--- config.mk ---
export PLATFORM = sky130hd
export DESIGN_NAME = start_monitor_flat
export DESIGN_NICKNAME = d
export VERILOG_FILES = /design/src/rtl/start_pkg.sv /design/src/rtl/start_monitor_if.sv /design/src/rtl/start_edge_detect.sv /design/src/rtl/start_monitor.sv /design/src/flat_wrapper.sv
export SDC_FILE = /design/constraint.sdc
export NUM_CORES = 1
export LEC_CHECK = 0
export ABC_AREA = 1
export BUFFER_PORTS_ARGS = -buffer_cell sky130_fd_sc_hd__buf_2
export CELL_PAD_IN_SITES_DETAIL_PLACEMENT = 0
export CELL_PAD_IN_SITES_GLOBAL_PLACEMENT = 1
export CORE_MARGIN = 2
export CORE_UTILIZATION = 47
export CTS_CLUSTER_SIZE = 10
export DETAILED_ROUTE_END_ITERATION = 8
export HOLD_SLACK_MARGIN = 0.02
export PLACE_DENSITY_LB_ADDON = 0.1
export SLEW_MARGIN = 20
export SYNTH_ARGS = -nofsm -noshare
export SYNTH_HDL_FRONTEND = slang
export SYNTH_SLANG_ARGS = --single-unit
--- constraint.sdc ---
create_clock -name clk -period 7.4 [get_ports clk]
set_input_delay 1.11 -clock clk [delete_from_list [all_inputs] [get_ports clk]]
set_output_delay 1.11 -clock clk [all_outputs]
set_load 0.02 [all_outputs]
--- src/rtl/start_pkg.sv ---
`default_nettype none
// ============================================================================
// Module      : start_pkg
// Description : Shared definitions for the periodic start-pulse interface.
//               Both the start generator and start_monitor import this
//               package, so the prescale default and the expected-interval
//               arithmetic are defined once and cannot drift apart.
//               Contents:
//                 c_PRESCALE_SHIFT_DEFAULT - log2 of clocks per period unit
//                 state_t                  - monitor FSM state encoding
//                 expected_interval()      - user_period << shift
// Revision    : 1.0 - initial release
// ============================================================================
package start_pkg;

    // log2 of clocks per user_period unit; generator and monitor must agree.
    localparam int c_PRESCALE_SHIFT_DEFAULT = 23;

    // Monitor FSM states.
    typedef enum logic [1:0] {
        ST_IDLE    = 2'd0,   // disabled; counter parked at 0
        ST_ACQUIRE = 2'd1,   // waiting for a reference edge
        ST_TRACK   = 2'd2    // measuring edge-to-edge intervals
    } state_t;

    // Expected interval in clocks. Evaluated in 64 bits so the caller can
    // truncate to its own counter width; the counter width is chosen so
    // that user_period (8 bits) shifted by the prescale always fits.
    function automatic logic [63:0] expected_interval(
        input logic [7:0] user_period,
        input int         shift
    );
        logic [63:0] v_period;
        v_period = {56'd0, user_period};
        return v_period << shift;
    endfunction

endpackage : start_pkg
`default_nettype wire

--- src/rtl/start_monitor_if.sv ---
`default_nettype none
// ============================================================================
// Module      : start_monitor_if
// Description : Start-pulse / slow-control bundle between the start strobe
//               source plus slow control (master) and start_monitor (slave).
//               Signals:
//                 in_start      strobe, synchronous to clk
//                 user_period   programmed period in prescale units
//                 enable        monitor enable
//                 err_clear     one-cycle pulse clearing sticky errors
//                 start_seen    one-cycle pulse per detected rising edge
//                 locked        LOCK_N consecutive good intervals
//                 period_err    sticky out-of-tolerance flag
//                 missing_err   sticky missing-pulse flag
//                 last_interval most recent measured interval (clocks)
//                 start_count   wrapping count of edges while enabled
// Revision    : 1.0 - initial release
// ============================================================================
interface start_monitor_if #(
    parameter int CNT_W = 32
);
    logic             in_start;
    logic [7:0]       user_period;
    logic             enable;
    logic             err_clear;
    logic             start_seen;
    logic             locked;
    logic             period_err;
    logic             missing_err;
    logic [CNT_W-1:0] last_interval;
    logic [15:0]      start_count;

    // Strobe source / slow control side.
    modport master (
        output in_start,
        output user_period,
        output enable,
        output err_clear,
        input  start_seen,
        input  locked,
        input  period_err,
        input  missing_err,
        input  last_interval,
        input  start_count
    );

    // Monitor side.
    modport slave (
        input  in_start,
        input  user_period,
        input  enable,
        input  err_clear,
        output start_seen,
        output locked,
        output period_err,
        output missing_err,
        output last_interval,
        output start_count
    );

endinterface : start_monitor_if
`default_nettype wire

--- src/rtl/start_edge_detect.sv ---
`default_nettype none
// ============================================================================
// Module      : start_edge_detect
// Description : Rising-edge detector for a signal already synchronous to clk.
//               The history register resets to 1 so a level that is already
//               high when reset releases is not reported as an edge.
//               Ports:
//                 clk    system clock
//                 rst    asynchronous, active-high reset
//                 i_sig  input level
//                 o_rise combinational pulse, high in the edge cycle
// Revision    : 1.0 - initial release
// ============================================================================
module start_edge_detect (
    input  logic clk,
    input  logic rst,
    input  logic i_sig,
    output logic o_rise
);

    logic r_prev;

    always_ff @(posedge clk or posedge rst) begin
        if (rst) begin
            r_prev <= 1'b1;
        end else begin
            r_prev <= i_sig;
        end
    end

    assign o_rise = i_sig & ~r_prev;

endmodule : start_edge_detect
`default_nettype wire

--- src/rtl/start_monitor.sv ---
`default_nettype none
// ============================================================================
// Module      : start_monitor
// Description : Receiving end of the periodic start-pulse interface. Detects
//               rising edges of the start strobe, measures the edge-to-edge
//               interval and checks it against
//               E = user_period << PRESCALE_SHIFT with a tolerance of +/-TOL
//               clocks. Reports lock, the last interval, and sticky
//               period / missing-pulse errors. All outputs are registered.
//               Parameters:
//                 PRESCALE_SHIFT log2 clocks per user_period unit
//                 CNT_W          interval counter width (>= PRESCALE_SHIFT+9)
//                 TOL            accepted deviation in clocks
//                 LOCK_N         consecutive good intervals to assert locked
//               Ports:
//                 clk, rst       clock, asynchronous active-high reset
//                 bus            start_monitor_if slave modport
// Revision    : 1.0 - initial release
// ============================================================================
module start_monitor
    import start_pkg::*;
#(
    parameter int PRESCALE_SHIFT = c_PRESCALE_SHIFT_DEFAULT,
    parameter int CNT_W          = 32,
    parameter int TOL            = 2,
    parameter int LOCK_N         = 4
) (
    input  logic           clk,
    input  logic           rst,
    start_monitor_if.slave bus
);

    localparam int                    c_CONSEC_W   = $clog2(LOCK_N + 1);
    localparam logic [c_CONSEC_W-1:0] c_LOCK_N     = c_CONSEC_W'(LOCK_N);
    localparam logic [c_CONSEC_W-1:0] c_CONSEC_ONE = c_CONSEC_W'(1);
    localparam logic [CNT_W-1:0]      c_TOL        = CNT_W'(TOL);
    localparam logic [CNT_W-1:0]      c_CNT_ONE    = CNT_W'(1);
    localparam logic [CNT_W-1:0]      c_CNT_MAX    = {CNT_W{1'b1}};

    // ------------------------------------------------------------------
    // Registers and their next-state values
    // ------------------------------------------------------------------
    state_t                r_state;
    state_t                w_state_n;
    logic [CNT_W-1:0]      r_cnt;
    logic [CNT_W-1:0]      w_cnt_n;
    logic [c_CONSEC_W-1:0] r_consec;
    logic [c_CONSEC_W-1:0] w_consec_n;
    logic                  r_locked;
    logic                  w_locked_n;
    logic                  r_period_err;
    logic                  w_period_err_n;
    logic                  r_missing_err;
    logic                  w_missing_err_n;
    logic [CNT_W-1:0]      r_last_interval;
    logic [CNT_W-1:0]      w_last_interval_n;
    logic [15:0]           r_start_count;
    logic [15:0]           w_start_count_n;
    logic                  r_start_seen;
    logic [7:0]            r_user_period;

    // ------------------------------------------------------------------
    // Combinational helpers
    // ------------------------------------------------------------------
    logic                  w_edge;
    logic [CNT_W-1:0]      w_cnt_inc;      // saturating cnt+1, equals I on an edge
    logic [CNT_W-1:0]      w_expected;     // E
    logic [CNT_W-1:0]      w_diff;         // |I - E|
    logic                  w_good;
    logic                  w_timeout;
    logic                  w_check_on;
    logic                  w_up_changed;
    logic [c_CONSEC_W-1:0] w_consec_inc;
    logic                  w_period_set;
    logic                  w_missing_set;

    start_edge_detect u_edge (
        .clk    (clk),
        .rst    (rst),
        .i_sig  (bus.in_start),
        .o_rise (w_edge)
    );

    always_comb begin
        w_expected   = CNT_W'(expected_interval(bus.user_period, PRESCALE_SHIFT));
        w_cnt_inc    = (r_cnt == c_CNT_MAX) ? r_cnt : r_cnt + c_CNT_ONE;
        w_diff       = (w_cnt_inc >= w_expected) ? (w_cnt_inc - w_expected)
                                                 : (w_expected - w_cnt_inc);
        w_good       = (w_diff <= c_TOL);
        // cnt+1 == E+TOL+1 is the first clock at which an edge would already
        // be out of tolerance, so the gap is declared missing there.
        w_timeout    = (r_cnt == (w_expected + c_TOL));
        w_check_on   = (bus.user_period != 8'd0);
        w_up_changed = (bus.user_period != r_user_period);
        w_consec_inc = (r_consec >= c_LOCK_N) ? c_LOCK_N : (r_consec + c_CONSEC_ONE);
    end

    // ------------------------------------------------------------------
    // Next-state / output logic
    // ------------------------------------------------------------------
    always_comb begin
        w_state_n         = r_state;
        w_cnt_n           = w_edge ? '0 : w_cnt_inc;
        w_consec_n        = r_consec;
        w_locked_n        = r_locked;
        w_last_interval_n = r_last_interval;
        w_start_count_n   = r_start_count;
        w_period_set      = 1'b0;
        w_missing_set     = 1'b0;

        if (!bus.enable) begin
            // Disable wins from any state; sticky errors, count and last
            // interval are left untouched.
            w_state_n  = ST_IDLE;
            w_cnt_n    = '0;
            w_consec_n = '0;
            w_locked_n = 1'b0;
        end else begin
            if (w_edge && (r_state != ST_IDLE)) begin
                w_start_count_n = r_start_count + 16'd1;
            end

            unique case (r_state)
                ST_IDLE: begin
                    w_state_n = ST_ACQUIRE;
                end

                ST_ACQUIRE: begin
                    // The first edge only provides a reference; cnt is
                    // already cleared by the default above.
                    if (w_edge) begin
                        w_state_n = ST_TRACK;
                    end
                end

                ST_TRACK: begin
                    if (w_up_changed) begin
                        // New programmed period: restart acquisition quietly.
                        w_state_n  = ST_ACQUIRE;
                        w_consec_n = '0;
                        w_locked_n = 1'b0;
                    end else if (w_edge) begin
                        w_last_interval_n = w_cnt_inc;
                        if (!w_check_on) begin
                            w_consec_n = '0;
                            w_locked_n = 1'b0;
                        end else if (w_good) begin
                            w_consec_n = w_consec_inc;
                            if (w_consec_inc == c_LOCK_N) begin
                                w_locked_n = 1'b1;
                            end
                        end else begin
                            w_period_set = 1'b1;
                            w_consec_n   = '0;
                            w_locked_n   = 1'b0;
                        end
                    end else if (w_check_on && w_timeout) begin
                        // Leaving TRACK guarantees one report per gap.
                        w_missing_set = 1'b1;
                        w_consec_n    = '0;
                        w_locked_n    = 1'b0;
                        w_state_n     = ST_ACQUIRE;
                    end
                end

                default: begin
                    w_state_n = ST_IDLE;
                end
            endcase
        end

        // A new error in the same cycle as err_clear stays set.
        w_period_err_n  = w_period_set  | (r_period_err  & ~bus.err_clear);
        w_missing_err_n = w_missing_set | (r_missing_err & ~bus.err_clear);
    end

    // ------------------------------------------------------------------
    // State register
    // ------------------------------------------------------------------
    always_ff @(posedge clk or posedge rst) begin
        if (rst) begin
            r_state         <= ST_IDLE;
            r_cnt           <= '0;
            r_consec        <= '0;
            r_locked        <= 1'b0;
            r_period_err    <= 1'b0;
            r_missing_err   <= 1'b0;
            r_last_interval <= '0;
            r_start_count   <= '0;
            r_start_seen    <= 1'b0;
            r_user_period   <= '0;
        end else begin
            r_state         <= w_state_n;
            r_cnt           <= w_cnt_n;
            r_consec        <= w_consec_n;
            r_locked        <= w_locked_n;
            r_period_err    <= w_period_err_n;
            r_missing_err   <= w_missing_err_n;
            r_last_interval <= w_last_interval_n;
            r_start_count   <= w_start_count_n;
            r_start_seen    <= w_edge;
            r_user_period   <= bus.user_period;
        end
    end

    assign bus.start_seen    = r_start_seen;
    assign bus.locked        = r_locked;
    assign bus.period_err    = r_period_err;
    assign bus.missing_err   = r_missing_err;
    assign bus.last_interval = r_last_interval;
    assign bus.start_count   = r_start_count;

endmodule : start_monitor
`default_nettype wire

--- src/flat_wrapper.sv ---
// flat-port wrapper written by rule: the top's interface ports become plain ports
module start_monitor_flat import start_pkg::*;
#(
    parameter int PRESCALE_SHIFT = c_PRESCALE_SHIFT_DEFAULT,
    parameter int CNT_W          = 32,
    parameter int TOL            = 2,
    parameter int LOCK_N         = 4
)
  (clk, rst, bus_in_start, bus_user_period, bus_enable, bus_err_clear, bus_start_seen, bus_locked, bus_period_err, bus_missing_err, bus_last_interval, bus_start_count);
  start_monitor_if #(.CNT_W(CNT_W)) bus_i ();
  input  logic clk;
  input  logic rst;
  input wire logic [$bits(bus_i.in_start)-1:0] bus_in_start;
  input wire logic [$bits(bus_i.user_period)-1:0] bus_user_period;
  input wire logic [$bits(bus_i.enable)-1:0] bus_enable;
  input wire logic [$bits(bus_i.err_clear)-1:0] bus_err_clear;
  output wire logic [$bits(bus_i.start_seen)-1:0] bus_start_seen;
  output wire logic [$bits(bus_i.locked)-1:0] bus_locked;
  output wire logic [$bits(bus_i.period_err)-1:0] bus_period_err;
  output wire logic [$bits(bus_i.missing_err)-1:0] bus_missing_err;
  output wire logic [$bits(bus_i.last_interval)-1:0] bus_last_interval;
  output wire logic [$bits(bus_i.start_count)-1:0] bus_start_count;
  assign bus_i.in_start = bus_in_start;
  assign bus_i.user_period = bus_user_period;
  assign bus_i.enable = bus_enable;
  assign bus_i.err_clear = bus_err_clear;
  assign bus_start_seen = bus_i.start_seen;
  assign bus_locked = bus_i.locked;
  assign bus_period_err = bus_i.period_err;
  assign bus_missing_err = bus_i.missing_err;
  assign bus_last_interval = bus_i.last_interval;
  assign bus_start_count = bus_i.start_count;
  start_monitor #(.PRESCALE_SHIFT(PRESCALE_SHIFT), .CNT_W(CNT_W), .TOL(TOL), .LOCK_N(LOCK_N)) u_core (.clk(clk), .rst(rst), .bus(bus_i));
endmodule
After elaboration in Yosys (flattened, before gate mapping)
Cells that the tools add are included.
{"block": "word_totals", "wordCells": 87, "inputBits": 13, "reg_bits": 98}
{"block": "classes", "add_sub_neg": 6, "magnitude_cmp": 3, "n_eq_ne": 12, "bitwise_logic": 8, "n_reduce_logical": 10, "mux": 37}
{"operator": "$mux 32", "count": 4}
{"operator": "$add 31x2->32 const B", "count": 1}
{"operator": "$add 32x1->32 const B", "count": 1}
{"operator": "$eq 32x32->1", "count": 1}
{"operator": "$eq 32x32->1 const B", "count": 1}
{"operator": "$ge 32x31->1", "count": 1}
{"operator": "$le 32x2->1 const B", "count": 1}
{"operator": "$sub 31x32->32", "count": 1}
{"operator": "$sub 32x31->32", "count": 1}
{"operator": "$mux 3", "count": 8}
{"operator": "$mux 1", "count": 19}
{"operator": "$add 16x1->16 const B", "count": 1}
{"operator": "$mux 2", "count": 5}
{"operator": "$ne 8x8->1", "count": 1}
{"operator": "$reduce_bool 8->1", "count": 1}
{"operator": "$ne 6x6->1 const B", "count": 1}
{"operator": "$pmux 2 s3", "count": 1}
{"operator": "$reduce_and 3->1", "count": 2}
{"operator": "$ne 4x1->1 const B", "count": 1}
{"operator": "$ne 4x2->1 const B", "count": 1}
{"operator": "$ne 4x4->1 const B", "count": 1}
{"operator": "$reduce_and 2->1", "count": 2}
{"operator": "$reduce_and 4->1", "count": 1}
{"operator": "$add 3x1->3 const B", "count": 1}
{"operator": "12 further kinds", "count": 18}

Depth between registers and ports, before layout
{"block": "logic_depth", "ltp_word": 12, "mapped_depth": 34}

Cells and area by module
From an unflattened synthesis, not the netlist that was laid out.
{"block": "hier_totals", "hier_cells": 1021, "hier_area_um2": 7106.8}
{"mod": "start_monitor", "area_each_um2": 7066.8, "cells_per_inst": 1017, "n_inst": 1}
{"mod": "start_edge_detect", "area_each_um2": 40.0, "cells_per_inst": 4, "n_inst": 1}

Worst setup path after synthesis
Ideal clock, no wire load.
{"block": "synth_path", "path_kind": "register to register", "start": "register u_core.r_cnt[0]", "end": "register u_core.r_consec[0]", "path_slack_ns": 3.056, "arrival_time_ns": 4.270, "path_stages_with_launch": 31, "path_buffers": 3, "required_ns": 7.326, "synth_period_minus_slack_ns": 4.344, "cell_sequence": "dfrtp_1 ha_1 buf_6 inv_1 nor2_4 nand2_4 nor2_8 nand4_1 nand3_1 or4_1 xor2_1 inv_1 ha_1 clkbuf_1 nand2_1 inv_1 a21oi_1 nor2_1 nor3_1 nand2_1 inv_2 nand2_8 buf_8 o21ai_0 nand3b_1 nor2_1 nand3_1 nor2_2 and2_4 nand3_4 o21ai_2"}
{"block": "synth_between", "elab_chain_cells": 11, "elab_cells_between_ends": 18, "cone_classes": "3 x add/sub; 2 x order compare; 3 x eq/ne; 8 x mux; 2 x reduce/logical"}
{"element": "from (decl)", "line": "start_monitor.sv:45", "rtl": "logic [CNT_W-1:0] r_cnt;"}
{"element": "from (signal assigned)", "line": "start_monitor.sv:194", "rtl": "r_cnt <= w_cnt_n;"}
{"element": "$add 32x1->32 or $eq 32x32->1 (tied branches)", "line": "start_monitor.sv:86", "rtl": "w_cnt_inc = (r_cnt == c_CNT_MAX) ? r_cnt : r_cnt + c_CNT_ONE;"}
{"element": "$mux 32 (*)", "line": "start_monitor.sv:86"}
{"element": "via u_core.w_cnt_inc[26]", "line": "start_monitor.sv:66", "rtl": "logic [CNT_W-1:0] w_cnt_inc;"}
{"element": "$sub 31x32->32, or another cell as far along", "line": "start_monitor.sv:88", "rtl": ": (w_expected - w_cnt_inc);"}
{"element": "$mux 32 (*)", "line": "start_monitor.sv:87", "rtl": "w_diff = (w_cnt_inc >= w_expected) ? (w_cnt_inc - w_expected)"}
{"element": "$le 32x2->1 (*)", "line": "start_monitor.sv:89", "rtl": "w_good = (w_diff <= c_TOL);"}
{"element": "$mux 3 (*)", "line": "start_monitor.sv:147", "rtl": "end else if (w_good) begin"}
{"element": "$mux 3 (*)", "line": "start_monitor.sv:144", "rtl": "if (!w_check_on) begin"}
{"element": "$mux 3 (*)", "line": "start_monitor.sv:142", "rtl": "end else if (w_edge) begin"}
{"element": "$mux 3 (*)", "line": "start_monitor.sv:137", "rtl": "if (w_up_changed) begin"}
{"element": "$mux 3 (*)", "line": "start_monitor.sv:123", "rtl": "unique case (r_state)"}
{"element": "$mux 3 (*)", "line": "start_monitor.sv:111", "rtl": "if (!bus.enable) begin"}
{"element": "to (signal assigned)", "line": "start_monitor.sv:195", "rtl": "r_consec <= w_consec_n;"}
{"element": "to (decl)", "line": "start_monitor.sv:47", "rtl": "logic [c_CONSEC_W-1:0] r_consec;"}
The timed path passes the listed nets; every way through them passes the cells marked *. The select of a mux whose other input is x is not followed.
A chain may end at the register's enable or synchronous reset.

Worst setup path in the final report
{"block": "layout_path", "start": "register u_core.r_cnt[0]", "end": "register u_core.r_consec[1]"}
The elaborated chain is that of the path after synthesis.

==> out/metrics.yaml <==
worst_setup_path:
  r2r_cells: 26
  critPathLaunchType: "register"
  crit_type: "reg2reg"
  slowest_stage: "or4_1"
  path_buf_inv: 4
  cp.required_ns: 7.69
  crit_family: "simple AND/OR/NAND/NOR gates"
  cp_common_cell: "nand2_1"
  reg2reg_to: "u_core.r_consec[1]"
  cp-end-kind: "register"
  cp.arrival_ns: 5.45
  worst-path-max-fanout: 27
  slowest_delay_ns: 0.47
  r2r-start: "u_core.r_cnt[0]"
  regToRegSetupSlack_ns: 2.24
final_layout:
  layout-drive-gt1-share_pct: 14.2
  synthToLayoutAreaGrowth_pct: 10.2
  fin_nets: 1101
  num_antenna_cells: 0
  filler_cell_count: 1495
  fin_util_pct: 53.5
clocking:
  cts-buffers-inserted: 9
  cts_buffer_depth: 2
  numClockSinks: 98
  cts_max_level: 3
  cts-hold-fix-buffers: 0
  cts_resized: 0
  clkSlewWorstSetupHoldPaths_ns: 0.07
  post_cts_buffers: 0
  cts-root-buf: "clkbuf_16"
  cts_tree: "built"
  worstSkewPairLatency_ns: 0.36
floorplan:
  num_io_pins: 65
  die-height_um: 127
  die_w_um: 127
  core_area_sq_um: 14600
  fp-row-count: 44
  dieArea_sq_um: 16100
  start_util_pct: 48.6
detailed_routing:
  first_iter_violations: 464
  vias: 6491
  routed_wirelength_mm: 20.4
  avgRoutedWirePerCell_um: 16.3
  ant_nets: 0
  drtPass1Iterations: 6
  drc: 0
  viasPerCell: 5.18
run:
  max-cap-violations: 0
logic_synthesis:
  ys.flop_type: "dfrtp_1"
  synth_area_sq_um: 7110
  syn_nets: 1047
  synth-seq-cells: 98
  synth_edf_count: 0
  async_flop_share_pct: 100
  ys_seq_area_share_pct: 34.5
  netlist_instances: 1011
  ys_warn_count: 0
  synth.distinct_cells: 50
  synth.avg_cell_area_sq_um: 7.04
worst_hold_path:
  holdPathStages: 1
  hp-class: "reg2reg"
  whs_endpoint: "u_core.bus.start_count[15]"
  min_from: "u_core.bus.start_count[15]"
power:
  power.density_nw_per_um2: 156
  total_leakage_power_nw: 4.18
  ir_drop_mv: 0.0941
placement:
  io_buffers: 64
  dpl.hpwl_mm: 16.2
  place_congestion: 0.958
global_route:
  gr-total-overflow: 0
  grt_max_degree: 67
  grt_usage_pct: 26.3
  antenna_found_initial: 0
  first_global_vias: 6086
  grt_pass1_wl_mm: 33.0
sta:
  hold_viol: 0
  rsz0062_at_grt: "false"
  setup_viol: 0
  period_minus_slack_ns: 5.16
  slew_headroom_pct: 43.8
  max_freq_mhz: 194
  clock_skew_ns: 0.00809
  tns_ns: 0
  tightest_slew_ns: 0.842
  drv_slew: 0
  fin_crit_sh_pct: 69.8
run_status:
  outcome: "completed"
[kinds of logic after synthesis]
logic type	after synthesis	synth area share (%)
AOI/OAI and AO/OA	96	7.44
xor gates and xnor gates	49	6.24
adders and majority gates	23	4.15
buffers and inverters	168	9.73
DFF	98	34.5
muxes	1	0.158
and+or+nand+nor	576	37.8
[how the worst max path moves through the flow]
stage | startpoint | to | depth (start not counted)
2_1_floorplan | u_core.r_cnt[0] | u_core.r_consec[0] | 30
4_1_cts | u_core.r_cnt[0] | u_core.r_consec[2] | 26
5_1_grt | u_core.r_cnt[0] | u_core.r_consec[2] | 28
6_report | u_core.r_cnt[0] | u_core.r_consec[1] | 26
3_5_place_dp | u_core.r_cnt[0] | u_core.r_consec[1] | 26
3_3_place_gp | u_core.r_cnt[1] | u_core.r_consec[0] | 26
[cells in the mapped netlist (3+ instances only)]
cell      number  share of area (%)
clkbuf_1      12               0.63
ha_1          22                3.9
nand2_2       10               0.88
buf_6          6               0.95
o21ai_1        8               0.56
nand3_1       74                5.2
nor4_1         7               0.62
inv_2          3               0.16
o21ai_2        3               0.37
a21oi_1       26                1.8
buf_2          4               0.28
xnor2_1       10                1.2
nor3_1         9               0.63
inv_1        141                7.4
nand2_1      270                 14
nand3b_1       4               0.42
dfrtp_1       97                 34
nand2_4        4               0.63
nand3_2       10                1.4
nor2_2        14                1.2
nor2_1       128                6.8
o21ai_0       47                3.3
or2_2          3               0.26
xor2_1        37                4.6
nand4_1       23                2.0
nor2_4        11                1.7
[power by group]
part	internal, mW	switching [mW]	total (mW)
logic	0.0584	0.119	0.177
clock network	0.264	0.215	0.479
registers	0.553	0.0170	0.570
total	0.876	0.350	1.23
[registers in the layout (all words and copies together), names as in the netlist]
| signal | count |
|---|---|
| u_core.bus.last_interval | 32 |
| u_core.bus.locked | 1 |
| u_core.bus.missing_err | 1 |
| u_core.bus.period_err | 1 |
| u_core.bus.start_count | 16 |
| u_core.bus.start_seen | 1 |
| u_core.r_cnt | 32 |
| u_core.r_consec | 3 |
| u_core.r_state | 2 |
| u_core.r_user_period | 8 |
| u_core.u_edge.r_prev | 1 |
[placed cells by master (no fill, tap or decap), types with 4 or more instances in the layout]
master       n
ha_1        22
nor2_1     128
nand4_1     23
inv_1      140
nand3_1     74
buf_2       64
xor2_1      37
dfrtp_1     97
nand2_4      5
xnor2_1     10
nor2_2      14
o21ai_1      8
nor4_1       7
a21oi_1     26
clkbuf_16    9
nand3b_1     4
nand3_2     10
nand2_2     10
nand2_1    269
nor3_1       9
nor2_4      11
o21ai_0     47
[per-layer routing]
layer  GRT usage (%)  up-vias  wire length [um]
li1                -     3289                 -
met1            38.5     2982              9960
met2            41.7      195              9070
met3            2.76       25               990
met4            7.43        0               400
met5               0        -                 0
[final cells by class]
cell class / count / area [sq um] / area share, %
clock buffer: 11 / 233 / 2.97
multi-input combinational: 745 / 3980 / 50.7
timing repair buffer: 66 / 335 / 4.28
inverter: 145 / 547 / 6.98
sequential: 98 / 2450 / 31.3
tap: 184 / 230 / 2.94
clock inverter: 5 / 62.6 / 0.798
[worst register-to-register path, delay by kind of cell, from the launching register on]
family          cells  cell delay (ns)
simple gates       16             2.40
fa+ha+maj           2             0.74
compound gates      3             0.63
buf+inv             4             0.56
flops               1             0.43
xor+xnor            1             0.34
[stage by stage]
stage	total power [mW]	area [sq um]	instances	setup WS, ns	hold slack [ns]
floorplan	0.700	7110	1011	3.06	0.472
global placement	0.756	7540	1238	2.38	0.458
detailed placement	0.757	7540	1238	2.27	0.457
CTS	1.24	7830	1254	2.25	0.474
global route	1.28	7840	1254	1.74	0.501
finish	1.23	7840	1254	2.24	0.471
(Power assumes the default switching activity.)
